[src/rtl/mips_pkg.sv]
// Shared MIPS encoding constants and Tuse/Tnew codes for the decode/execute pipeline.
// The encoder helpers build instruction words from fields.
package mips_pkg;

    localparam logic [5:0] OP_R       = 6'b000000;
    localparam logic [5:0] OP_ORI     = 6'b001101;
    localparam logic [5:0] OP_LUI     = 6'b001111;
    localparam logic [5:0] OP_LW      = 6'b100011;
    localparam logic [5:0] OP_SW      = 6'b101011;
    localparam logic [5:0] OP_BEQ     = 6'b000100;
    localparam logic [5:0] OP_JAL     = 6'b000011;

    localparam logic [5:0] FUNCT_ADD  = 6'b100000;
    localparam logic [5:0] FUNCT_SUB  = 6'b100010;
    localparam logic [5:0] FUNCT_JR   = 6'b001000;

    localparam logic [1:0] TUSE_NONE  = 2'b11;
    localparam logic [1:0] TNEW_ALU   = 2'b01;
    localparam logic [1:0] TNEW_LOAD  = 2'b10;

    localparam logic [31:0] NOP_INSTR = 32'h0000_0000;

    // Source operand selector for the hazard comparators.
    typedef enum logic {
        SRC_RS = 1'b0,
        SRC_RT = 1'b1
    } src_sel_e;

    function automatic logic [31:0] enc_r(input logic [4:0] rs, input logic [4:0] rt,
                                          input logic [4:0] rd, input logic [5:0] funct);
        return {OP_R, rs, rt, rd, 5'd0, funct};
    endfunction

    function automatic logic [31:0] enc_i(input logic [5:0] op, input logic [4:0] rs,
                                          input logic [4:0] rt, input logic [15:0] imm);
        return {op, rs, rt, imm};
    endfunction

endpackage

[src/rtl/de_stage_reg_if.sv]
// D->E boundary bundle: decoded operands in, E-stage state and stall back out.
interface de_stage_reg_if #(
    parameter int WIDTH = 32,
    parameter int CNT_W = 16
);
    logic [WIDTH-1:0] D_instr;
    logic [WIDTH-1:0] D_pc;
    logic [WIDTH-1:0] D_rs_data;
    logic [WIDTH-1:0] D_rt_data;
    logic [1:0]       D_Tuse_rs;
    logic [1:0]       D_Tuse_rt;
    logic [1:0]       E_T_new;
    logic [4:0]       E_Wreg;
    logic [1:0]       M_T_new;
    logic [4:0]       M_Wreg;
    logic             hold;
    logic             stall;
    logic [WIDTH-1:0] E_instr;
    logic [WIDTH-1:0] E_pc;
    logic [WIDTH-1:0] E_rs_data;
    logic [WIDTH-1:0] E_rt_data;
    logic             E_valid;
    logic [CNT_W-1:0] stall_cnt;

    modport master (
        output D_instr, D_pc, D_rs_data, D_rt_data, D_Tuse_rs, D_Tuse_rt,
               E_T_new, E_Wreg, M_T_new, M_Wreg, hold,
        input  stall, E_instr, E_pc, E_rs_data, E_rt_data, E_valid, stall_cnt
    );

    modport slave (
        input  D_instr, D_pc, D_rs_data, D_rt_data, D_Tuse_rs, D_Tuse_rt,
               E_T_new, E_Wreg, M_T_new, M_Wreg, hold,
        output stall, E_instr, E_pc, E_rs_data, E_rt_data, E_valid, stall_cnt
    );
endinterface

[src/rtl/hazard_unit.sv]
// Combinational Tuse/Tnew RAW detector for two source registers against E and M producers.
// Kept free of pipeline state so the same block can check later stages.
module hazard_unit
    import mips_pkg::*;
(
    input  logic [4:0] rs,
    input  logic [4:0] rt,
    input  logic [1:0] tuse_rs,
    input  logic [1:0] tuse_rt,
    input  logic [1:0] e_t_new,
    input  logic [4:0] e_wreg,
    input  logic [1:0] m_t_new,
    input  logic [4:0] m_wreg,
    output logic       hz
);
    logic [4:0] src  [2];
    logic [1:0] tuse [2];
    logic [1:0] haz;

    assign src[SRC_RS]  = rs;
    assign src[SRC_RT]  = rt;
    assign tuse[SRC_RS] = tuse_rs;
    assign tuse[SRC_RT] = tuse_rt;

    // $0 is hardwired, so a write to it never creates a dependency.
    generate
        for (genvar gi = 0; gi < 2; gi++) begin : g_src
            assign haz[gi] = (tuse[gi] != TUSE_NONE) && (src[gi] != 5'd0) &&
                             (((src[gi] == e_wreg) && (tuse[gi] < e_t_new)) ||
                              ((src[gi] == m_wreg) && (tuse[gi] < m_t_new)));
        end
    endgenerate

    assign hz = |haz;

endmodule

[src/rtl/de_stage_reg.sv]
// D->E pipeline register: latches the decoded instruction, injects a nop bubble on RAW hazards,
// freezes on external hold and counts injected bubbles with a saturating counter.
module de_stage_reg
    import mips_pkg::*;
#(
    parameter int               WIDTH    = 32,
    parameter logic [WIDTH-1:0] RESET_PC = 32'h0000_3000,
    parameter int               CNT_W    = 16
) (
    input  logic          clk,
    input  logic          reset,
    de_stage_reg_if.slave bus
);
    logic             hz;
    logic [WIDTH-1:0] e_instr_reg, e_instr_next;
    logic [WIDTH-1:0] e_pc_reg, e_pc_next;
    logic [WIDTH-1:0] e_rs_data_reg, e_rs_data_next;
    logic [WIDTH-1:0] e_rt_data_reg, e_rt_data_next;
    logic             e_valid_reg, e_valid_next;
    logic [CNT_W-1:0] stall_cnt_reg, stall_cnt_next;

    hazard_unit u_hazard (
        .rs      (bus.D_instr[25:21]),
        .rt      (bus.D_instr[20:16]),
        .tuse_rs (bus.D_Tuse_rs),
        .tuse_rt (bus.D_Tuse_rt),
        .e_t_new (bus.E_T_new),
        .e_wreg  (bus.E_Wreg),
        .m_t_new (bus.M_T_new),
        .m_wreg  (bus.M_Wreg),
        .hz      (hz)
    );

    // Front end holds on either cause; deliberately not masked by reset.
    assign bus.stall = bus.hold | hz;

    always_comb begin
        e_instr_next   = e_instr_reg;
        e_pc_next      = e_pc_reg;
        e_rs_data_next = e_rs_data_reg;
        e_rt_data_next = e_rt_data_reg;
        e_valid_next   = e_valid_reg;
        stall_cnt_next = stall_cnt_reg;
        if (bus.hold) begin
            // everything keeps its value
        end else if (hz) begin
            // Bubble carries the D PC so E still has a meaningful PC for debug/exceptions.
            e_instr_next   = WIDTH'(NOP_INSTR);
            e_pc_next      = bus.D_pc;
            e_rs_data_next = '0;
            e_rt_data_next = '0;
            e_valid_next   = 1'b0;
            if (stall_cnt_reg != '1)
                stall_cnt_next = stall_cnt_reg + CNT_W'(1);
        end else begin
            e_instr_next   = bus.D_instr;
            e_pc_next      = bus.D_pc;
            e_rs_data_next = bus.D_rs_data;
            e_rt_data_next = bus.D_rt_data;
            e_valid_next   = 1'b1;
        end
    end

    always_ff @(posedge clk) begin
        if (!reset) begin
            e_instr_reg   <= '0;
            e_pc_reg      <= RESET_PC;
            e_rs_data_reg <= '0;
            e_rt_data_reg <= '0;
            e_valid_reg   <= 1'b0;
            stall_cnt_reg <= '0;
        end else begin
            e_instr_reg   <= e_instr_next;
            e_pc_reg      <= e_pc_next;
            e_rs_data_reg <= e_rs_data_next;
            e_rt_data_reg <= e_rt_data_next;
            e_valid_reg   <= e_valid_next;
            stall_cnt_reg <= stall_cnt_next;
        end
    end

    assign bus.E_instr   = e_instr_reg;
    assign bus.E_pc      = e_pc_reg;
    assign bus.E_rs_data = e_rs_data_reg;
    assign bus.E_rt_data = e_rt_data_reg;
    assign bus.E_valid   = e_valid_reg;
    assign bus.stall_cnt = stall_cnt_reg;

endmodule

[src/flat_wrapper.sv]
// flat-port wrapper written by rule: the top's interface ports become plain ports
module de_stage_reg_flat import mips_pkg::*;
#(
    parameter int               WIDTH    = 32,
    parameter logic [WIDTH-1:0] RESET_PC = 32'h0000_3000,
    parameter int               CNT_W    = 16
)
  (clk, reset, bus_D_instr, bus_D_pc, bus_D_rs_data, bus_D_rt_data, bus_D_Tuse_rs, bus_D_Tuse_rt, bus_E_T_new, bus_E_Wreg, bus_M_T_new, bus_M_Wreg, bus_hold, bus_stall, bus_E_instr, bus_E_pc, bus_E_rs_data, bus_E_rt_data, bus_E_valid, bus_stall_cnt);
  de_stage_reg_if #(.WIDTH(WIDTH), .CNT_W(CNT_W)) bus_i ();
  input  logic clk;
  input  logic reset;
  input wire logic [$bits(bus_i.D_instr)-1:0] bus_D_instr;
  input wire logic [$bits(bus_i.D_pc)-1:0] bus_D_pc;
  input wire logic [$bits(bus_i.D_rs_data)-1:0] bus_D_rs_data;
  input wire logic [$bits(bus_i.D_rt_data)-1:0] bus_D_rt_data;
  input wire logic [$bits(bus_i.D_Tuse_rs)-1:0] bus_D_Tuse_rs;
  input wire logic [$bits(bus_i.D_Tuse_rt)-1:0] bus_D_Tuse_rt;
  input wire logic [$bits(bus_i.E_T_new)-1:0] bus_E_T_new;
  input wire logic [$bits(bus_i.E_Wreg)-1:0] bus_E_Wreg;
  input wire logic [$bits(bus_i.M_T_new)-1:0] bus_M_T_new;
  input wire logic [$bits(bus_i.M_Wreg)-1:0] bus_M_Wreg;
  input wire logic [$bits(bus_i.hold)-1:0] bus_hold;
  output wire logic [$bits(bus_i.stall)-1:0] bus_stall;
  output wire logic [$bits(bus_i.E_instr)-1:0] bus_E_instr;
  output wire logic [$bits(bus_i.E_pc)-1:0] bus_E_pc;
  output wire logic [$bits(bus_i.E_rs_data)-1:0] bus_E_rs_data;
  output wire logic [$bits(bus_i.E_rt_data)-1:0] bus_E_rt_data;
  output wire logic [$bits(bus_i.E_valid)-1:0] bus_E_valid;
  output wire logic [$bits(bus_i.stall_cnt)-1:0] bus_stall_cnt;
  assign bus_i.D_instr = bus_D_instr;
  assign bus_i.D_pc = bus_D_pc;
  assign bus_i.D_rs_data = bus_D_rs_data;
  assign bus_i.D_rt_data = bus_D_rt_data;
  assign bus_i.D_Tuse_rs = bus_D_Tuse_rs;
  assign bus_i.D_Tuse_rt = bus_D_Tuse_rt;
  assign bus_i.E_T_new = bus_E_T_new;
  assign bus_i.E_Wreg = bus_E_Wreg;
  assign bus_i.M_T_new = bus_M_T_new;
  assign bus_i.M_Wreg = bus_M_Wreg;
  assign bus_i.hold = bus_hold;
  assign bus_stall = bus_i.stall;
  assign bus_E_instr = bus_i.E_instr;
  assign bus_E_pc = bus_i.E_pc;
  assign bus_E_rs_data = bus_i.E_rs_data;
  assign bus_E_rt_data = bus_i.E_rt_data;
  assign bus_E_valid = bus_i.E_valid;
  assign bus_stall_cnt = bus_i.stall_cnt;
  de_stage_reg #(.WIDTH(WIDTH), .RESET_PC(RESET_PC), .CNT_W(CNT_W)) u_core (.clk(clk), .reset(reset), .bus(bus_i));
endmodule
[config.mk]
export PLATFORM = sky130hd
export DESIGN_NAME = de_stage_reg_flat
export DESIGN_NICKNAME = d
export VERILOG_FILES = /design/src/rtl/mips_pkg.sv /design/src/rtl/de_stage_reg_if.sv /design/src/rtl/hazard_unit.sv /design/src/rtl/de_stage_reg.sv /design/src/flat_wrapper.sv
export SDC_FILE = /design/constraint.sdc
export NUM_CORES = 1
export LEC_CHECK = 0
export ABC_AREA = 0
export CAP_MARGIN = 20
export CORE_MARGIN = 2
export CORE_UTILIZATION = 30
export CTS_CLUSTER_SIZE = 10
export DETAILED_ROUTE_END_ITERATION = 7
export PLACE_DENSITY = 0.72
export RECOVER_POWER = 50
export SKIP_CTS_REPAIR_TIMING = 1
export SYNTH_ARGS = -nofsm -noshare
export SYNTH_HDL_FRONTEND = slang
export SYNTH_SLANG_ARGS = --single-unit
[constraint.sdc]
create_clock -name clk -period 2.04 [get_ports clk]
set_input_delay 0.306 -clock clk [delete_from_list [all_inputs] [get_ports clk]]
set_output_delay 0.306 -clock clk [all_outputs]
set_load 0.02 [all_outputs]
=== Yosys cells after proc, flatten, opt, wreduce, memory -nomap -nowiden ===
Index checks and enable logic that the tools add are counted.

* Add/subtract/negate cells: 1
* Order comparisons: 4
* Eq/ne operators: 7
* Multiplexer cells: 4
* Bitwise operators: 2
* Reduce and logical (&&, ||, !) cells: 14

{| class="wikitable"
|+ Operators by type and width
! operator !! number
|-
| $mux W32 || 3
|-
| $eq A5 B5 Y1 || 4
|-
| $add A16 B1 Y16 const B || 1
|-
| $ne A16 B16 Y1 const B || 1
|-
| $reduce_bool A5 Y1 || 2
|-
| $logic_and A1 B1 Y1 || 8
|-
| $lt A2 B2 Y1 || 4
|-
| $ne A2 B2 Y1 const B || 2
|-
| $reduce_and A3 Y1 || 1
|-
| $logic_or A1 B1 Y1 || 2
|-
| $reduce_or A2 Y1 || 1
|-
| $mux W1 || 1
|-
| $not A1 Y1 || 1
|-
| $or A1 B1 Y1 || 1
|}

* Register bits: 145
* Bits of input ports: 149
* Output and inout bits: 146

=== Depth between registers and ports, before layout ===
* Word-level depth: 6
* Gate-level depth with buffers: 10
* Gate-level depth less buffers: 8

=== By module ===
From an unflattened synthesis, not the netlist that was laid out.

* Cell total of the unflattened synthesis: 575
* Area, all modules: 5527.8 um^2

{| class="wikitable"
|+ By module, submodules not included
! module !! instances !! cells each !! area each (um^2) !! seq. area each (um^2)
|-
| de_stage_reg || 1 || 527 || 5158.7 || 2902.8
|-
| hazard_unit || 1 || 48 || 369.1 || 0.0
|}

=== Worst setup path after synthesis ===
OpenSTA, ideal clock, no wires.

* Path kind: input-to-reg
* Start: in bus_M_T_new[1]
* End: reg u_core.stall_cnt_reg[15] (netlist: u_core.bus.stall_cnt[15])
* Library setup time: 0.116 ns
* Arrival: 2.073 ns
* Required time: 1.924 ns
* Setup slack: -0.149 ns
* Stages on the path: 8
* Path buffers: 0
* Cells stage by stage: inv_1 -> ha_1 -> a2111oi_0 -> nand4_1 -> a221oi_2 -> nor2_1 -> or4_1 -> o211a_1

* Cells in the longest elaborated chain, start to end: 6

{| class="wikitable"
|+ RTL lines
! what !! line !! source
|-
| start, declared || flat_wrapper.sv:20 || <nowiki>input wire logic [$bits(bus_i.M_T_new)-1:0] bus_M_T_new;</nowiki>
|-
| $lt A2 B2 Y1 || hazard_unit.sv:30 || <nowiki>((src[gi] == m_wreg) && (tuse[gi] < m_t_new)));</nowiki>
|-
| $logic_and A1 B1 Y1 || hazard_unit.sv:30 ||
|-
| $logic_or A1 B1 Y1 || hazard_unit.sv:29 || <nowiki>(((src[gi] == e_wreg) && (tuse[gi] < e_t_new)) ||</nowiki>
|-
| $logic_and A1 B1 Y1 || hazard_unit.sv:28 || <nowiki>assign haz[gi] = (tuse[gi] != TUSE_NONE) && (src[gi] != 5'd0) &&</nowiki>
|-
| $reduce_or A2 Y1 * || hazard_unit.sv:34 || <nowiki>assign hz = |haz;</nowiki>
|-
| $reduce_and A3 Y1 (no line) * || n/a ||
|-
| end signal, assigned || de_stage_reg.sv:78 || <nowiki>stall_cnt_reg <= stall_cnt_next;</nowiki>
|-
| end, declared || de_stage_reg.sv:20 || <nowiki>logic [CNT_W-1:0] stall_cnt_reg, stall_cnt_next;</nowiki>
|}

Mark *: on every way between the ends. The rest lies on a longest branch, timed or not.
A chain may end at the register's enable or synchronous reset.

=== Worst setup path after layout ===
* Start: in bus_D_instr[16]
* End: out bus_stall

* Cells in the longest elaborated chain, start to end: 6

{| class="wikitable"
|+ RTL lines
! what !! line !! source
|-
| start, declared || flat_wrapper.sv:12 || <nowiki>input wire logic [$bits(bus_i.D_instr)-1:0] bus_D_instr;</nowiki>
|-
| $eq A5 B5 Y1, on equally long branches || hazard_unit.sv:29, hazard_unit.sv:30 ||
|-
| $logic_and A1 B1 Y1, on equally long branches || hazard_unit.sv:29, hazard_unit.sv:30 ||
|-
| $logic_or A1 B1 Y1 || hazard_unit.sv:29 ||
|-
| $logic_and A1 B1 Y1 * || hazard_unit.sv:28 ||
|-
| $reduce_or A2 Y1 * || hazard_unit.sv:34 ||
|-
| $or A1 B1 Y1 * || de_stage_reg.sv:35 || <nowiki>assign bus.stall = bus.hold | hz;</nowiki>
|-
| end, declared || flat_wrapper.sv:23 || <nowiki>output wire logic [$bits(bus_i.stall)-1:0] bus_stall;</nowiki>
|}

Marks and branches as above.

==> impl_metrics.py <==
metrics = {
    "sta": {
        "slew_viol_final": 100,
        "setup_slack_ns": -0.0912,
        "setup_viol": 1,
        "final_hold_viol_count": 0,
        "tightest_slew_ns": 1.72,
        "whs_ns": 0.211,
        "relSlewSlack_pct": -14.8,
        "max_clock_freq_ghz": 0.469,
        "fin_worst_skew_ns": 0.00708,
        "fin_crit_ns": 2.13,
        "rsz0062_at_grt": "yes",
        "period_share_pct": 104,
    },
    "finish": {
        "drive_gt1_share_pct": 12.0,
        "finalInstanceArea_mm2": 0.0108,
        "fin_nets": 1133,
        "syn2layout_area_growth_pct": 66.6,
        "antenna_cells": 0,
        "instances_no_fill": 1267,
    },
    "clocking": {
        "numCtsBuffers": 17,
        "path_clk_slew_ns": 0.06,
        "insertion_delay_ns": 0.41,
        "cts.path.max_buffers": 2,
        "clock-sinks": 145,
        "root_buffer": "clkbuf_16",
        "cts_tree": "built",
        "ctsHtreeMaxLevel": 4,
    },
    "placement": {
        "dp_cells": 1235,
        "dp_hpwl_um": 13500,
        "postPlaceCellArea_mm2": 0.0100,
        "place_congestion": 0.838,
        "place_worst_setup_slack_ns": -1.16,
        "portBuffers": 294,
    },
    "logic_synthesis": {
        "synth-edff-count": 0,
        "yosysWarnings": 0,
        "synthCells": 686,
        "seq_area_frac_synth_pct": 44.8,
        "synth_area_mm2": 0.00648,
        "synth_area_leaders": "dfxtp_1, a21boi_1, nand3b_1",
        "yosysMostFrequentCell": "dfxtp_1",
        "synth_top_area_cell": "dfxtp_1",
        "ys_ff_latch": 145,
        "ys_types": 35,
        "syn_area_per_cell_um2": 9.45,
        "synthTopCellsByCount": "dfxtp_1, nand2_1, a21boi_1",
        "synth.top_cell.area_share_pct": 44.8,
        "async_reset_ff_share_pct": 0,
        "synth_fp_nets": 840,
        "synth_ff_type": "dfxtp_1",
    },
    "die": {
        "rows": 53,
        "die_w_um": 151,
        "start_util_pct": 30.7,
        "core_mm2": 0.0211,
        "chipHeight_um": 151,
        "die_area_mm2": 0.0228,
        "pin_count": 295,
    },
    "worst_setup_path": {
        "critPathMaxStageDelay_ns": 0.34,
        "r2r_slack_ns": 0.14,
        "crit_type": "in2out",
        "path_max_fanout": 3,
        "end_kind": "output pin",
        "arrival_ns": 1.83,
        "rr_endpoint": "u_core.bus.stall_cnt[15]",
        "endpoint": "bus_stall",
        "crit_chain": "dlymetal6s2s_1 > xor2_1 > a2111oi_4 > nand4_1 > a221oi_4 > or3_4 > buf_6",
        "start_kind": "primary input",
        "r2r_start": "u_core.bus.stall_cnt[4]",
        "cp_data_required_time_ns": 1.73,
        "slowest_stage": "a221oi_4",
        "rr_worst_depth": 7,
        "critPathLaunch": "bus_D_instr[16]",
    },
    "detailed_routing": {
        "ant_nets": 0,
        "routed_wl_um": 19000,
        "wire_per_inst_um": 15.0,
        "drc": 0,
        "initialDrtViolationCount": 161,
        "vias": 5890,
        "via_per_inst": 4.65,
        "drt_pass1_iterations": 4,
    },
    "pwr": {
        "fin_total_pwr_mw": 7.77,
        "p_int_mw": 5.76,
        "ir_drop_v": 0.000505,
        "seqPwrFrac_pct": 39.5,
        "p_per_area_mw_per_mm2": 719,
        "switchingPower_mw": 2.00,
        "switching_share_pct": 25.8,
        "pwr-share-comb_pct": 18.5,
        "clockPowerShare_pct": 42.0,
        "p_leak_nw": 4.04,
    },
    "global_route": {
        "antenna_found_initial": 0,
        "grt_pass1_wl_um": 29200,
        "overflow": 0,
        "grt_max_degree": 127,
        "grt_pass1_vias": 5701,
        "track_usage_pct": 16.1,
    },
    "hold_path": {
        "hold_start": "bus_hold",
        "hold_path.class": "in2reg",
    },
    "run_status": {
        "violations": "max-capacitance violations, max-slew violations, negative setup slack",
        "outcome": "complete, but fails checks",
    },
    "run": {
        "cap_violations": 1,
    },
}
==> cell usage in the layout (no fill, tap or decap), drive strengths merged, types with 7 or more instances in the layout <==
master / Yosys / routed
clkdlybuf4s50: 0 / 268
dfxtp: 145 / 145
nand2: 120 / 120
a21boi: 98 / 98
nand3b: 97 / 97
mux2i: 45 / 45
buf: 13 / 41
nor2b: 30 / 30
clkbuf: 42 / 26
nand2b: 16 / 16
dlymetal6s2s: 0 / 13
xnor2: 12 / 12
inv: 4 / 9
xor2: 8 / 8
nor4: 8 / 8
nand4: 7 / 7
==> worst max-delay path, delay by kind of cell <==
family / cells / cell delay (ns)
xor gates and xnor gates: 1 / 0.18
AOI/OAI and AO/OA: 2 / 0.66
and+or+nand+nor: 2 / 0.39
buffers and inverters: 2 / 0.28
==> final cells by class <==
cell class | count | area [um^2]
sequential | 145 | 2900
clock inverter | 13 | 174
fill | 1974 | 10300
multi-input combinational | 482 | 3630
tap | 275 | 344
clock buffer | 19 | 443
timing repair buffer | 329 | 3270
inverter | 4 | 40.0
==> how the worst min path moves through the flow <==
stage | end | slack, ns | cells past startpoint
4_1_cts | u_core.bus.stall_cnt[1] | 0.20 | 3
3_3_place_gp | u_core.bus.E_instr[26] | 0.44 | 2
2_1_floorplan | u_core.bus.E_pc[12] | 0.43 | 2
6_report | u_core.bus.stall_cnt[1] | 0.21 | 3
5_1_grt | u_core.bus.stall_cnt[0] | 0.21 | 3
3_5_place_dp | u_core.bus.E_rs_data[25] | 0.45 | 2
==> through the flow <==
step	TNS (ns)	util (%)
after detailed placement	-93.33	47.6
after CTS	-42.09	50.6
final	-0.0912	51.2
after global placement	-88.60	47.6
after global routing	-0.408	51.2
after floorplan	-0.267	-
==> per-layer routing <==
layer,part of all wire (%),track usage [%],vias up
met2,48,26.2,186
met4,2.0,5.93,0
met3,7.3,5.42,27
li1,-,-,2941
met5,0,0,-
met1,43,19.7,2736
==> kinds of logic after synthesis <==
logic type                 Yosys count  synth area share [%]
AOI/OAI and AO/OA                  108                  13.1
xor gates and xnor gates            20                  2.70
adders and majority gates            5                 0.965
buffers and inverters               59                  3.74
DFF                                145                  44.8
muxes                               45                  6.95
and+or+nand+nor                    304                  27.8
==> power by group through the flow <==
stage	clock [mW]	sequential [mW]	combinational, mW
after floorplan	0	3.31	0.475
after global placement	0	3.12	1.42
after detailed placement	0	3.13	1.42
after CTS	3.37	3.07	1.43
after global routing	3.48	3.08	1.54
final	3.26	3.07	1.44
(Power assumes the default switching activity.)
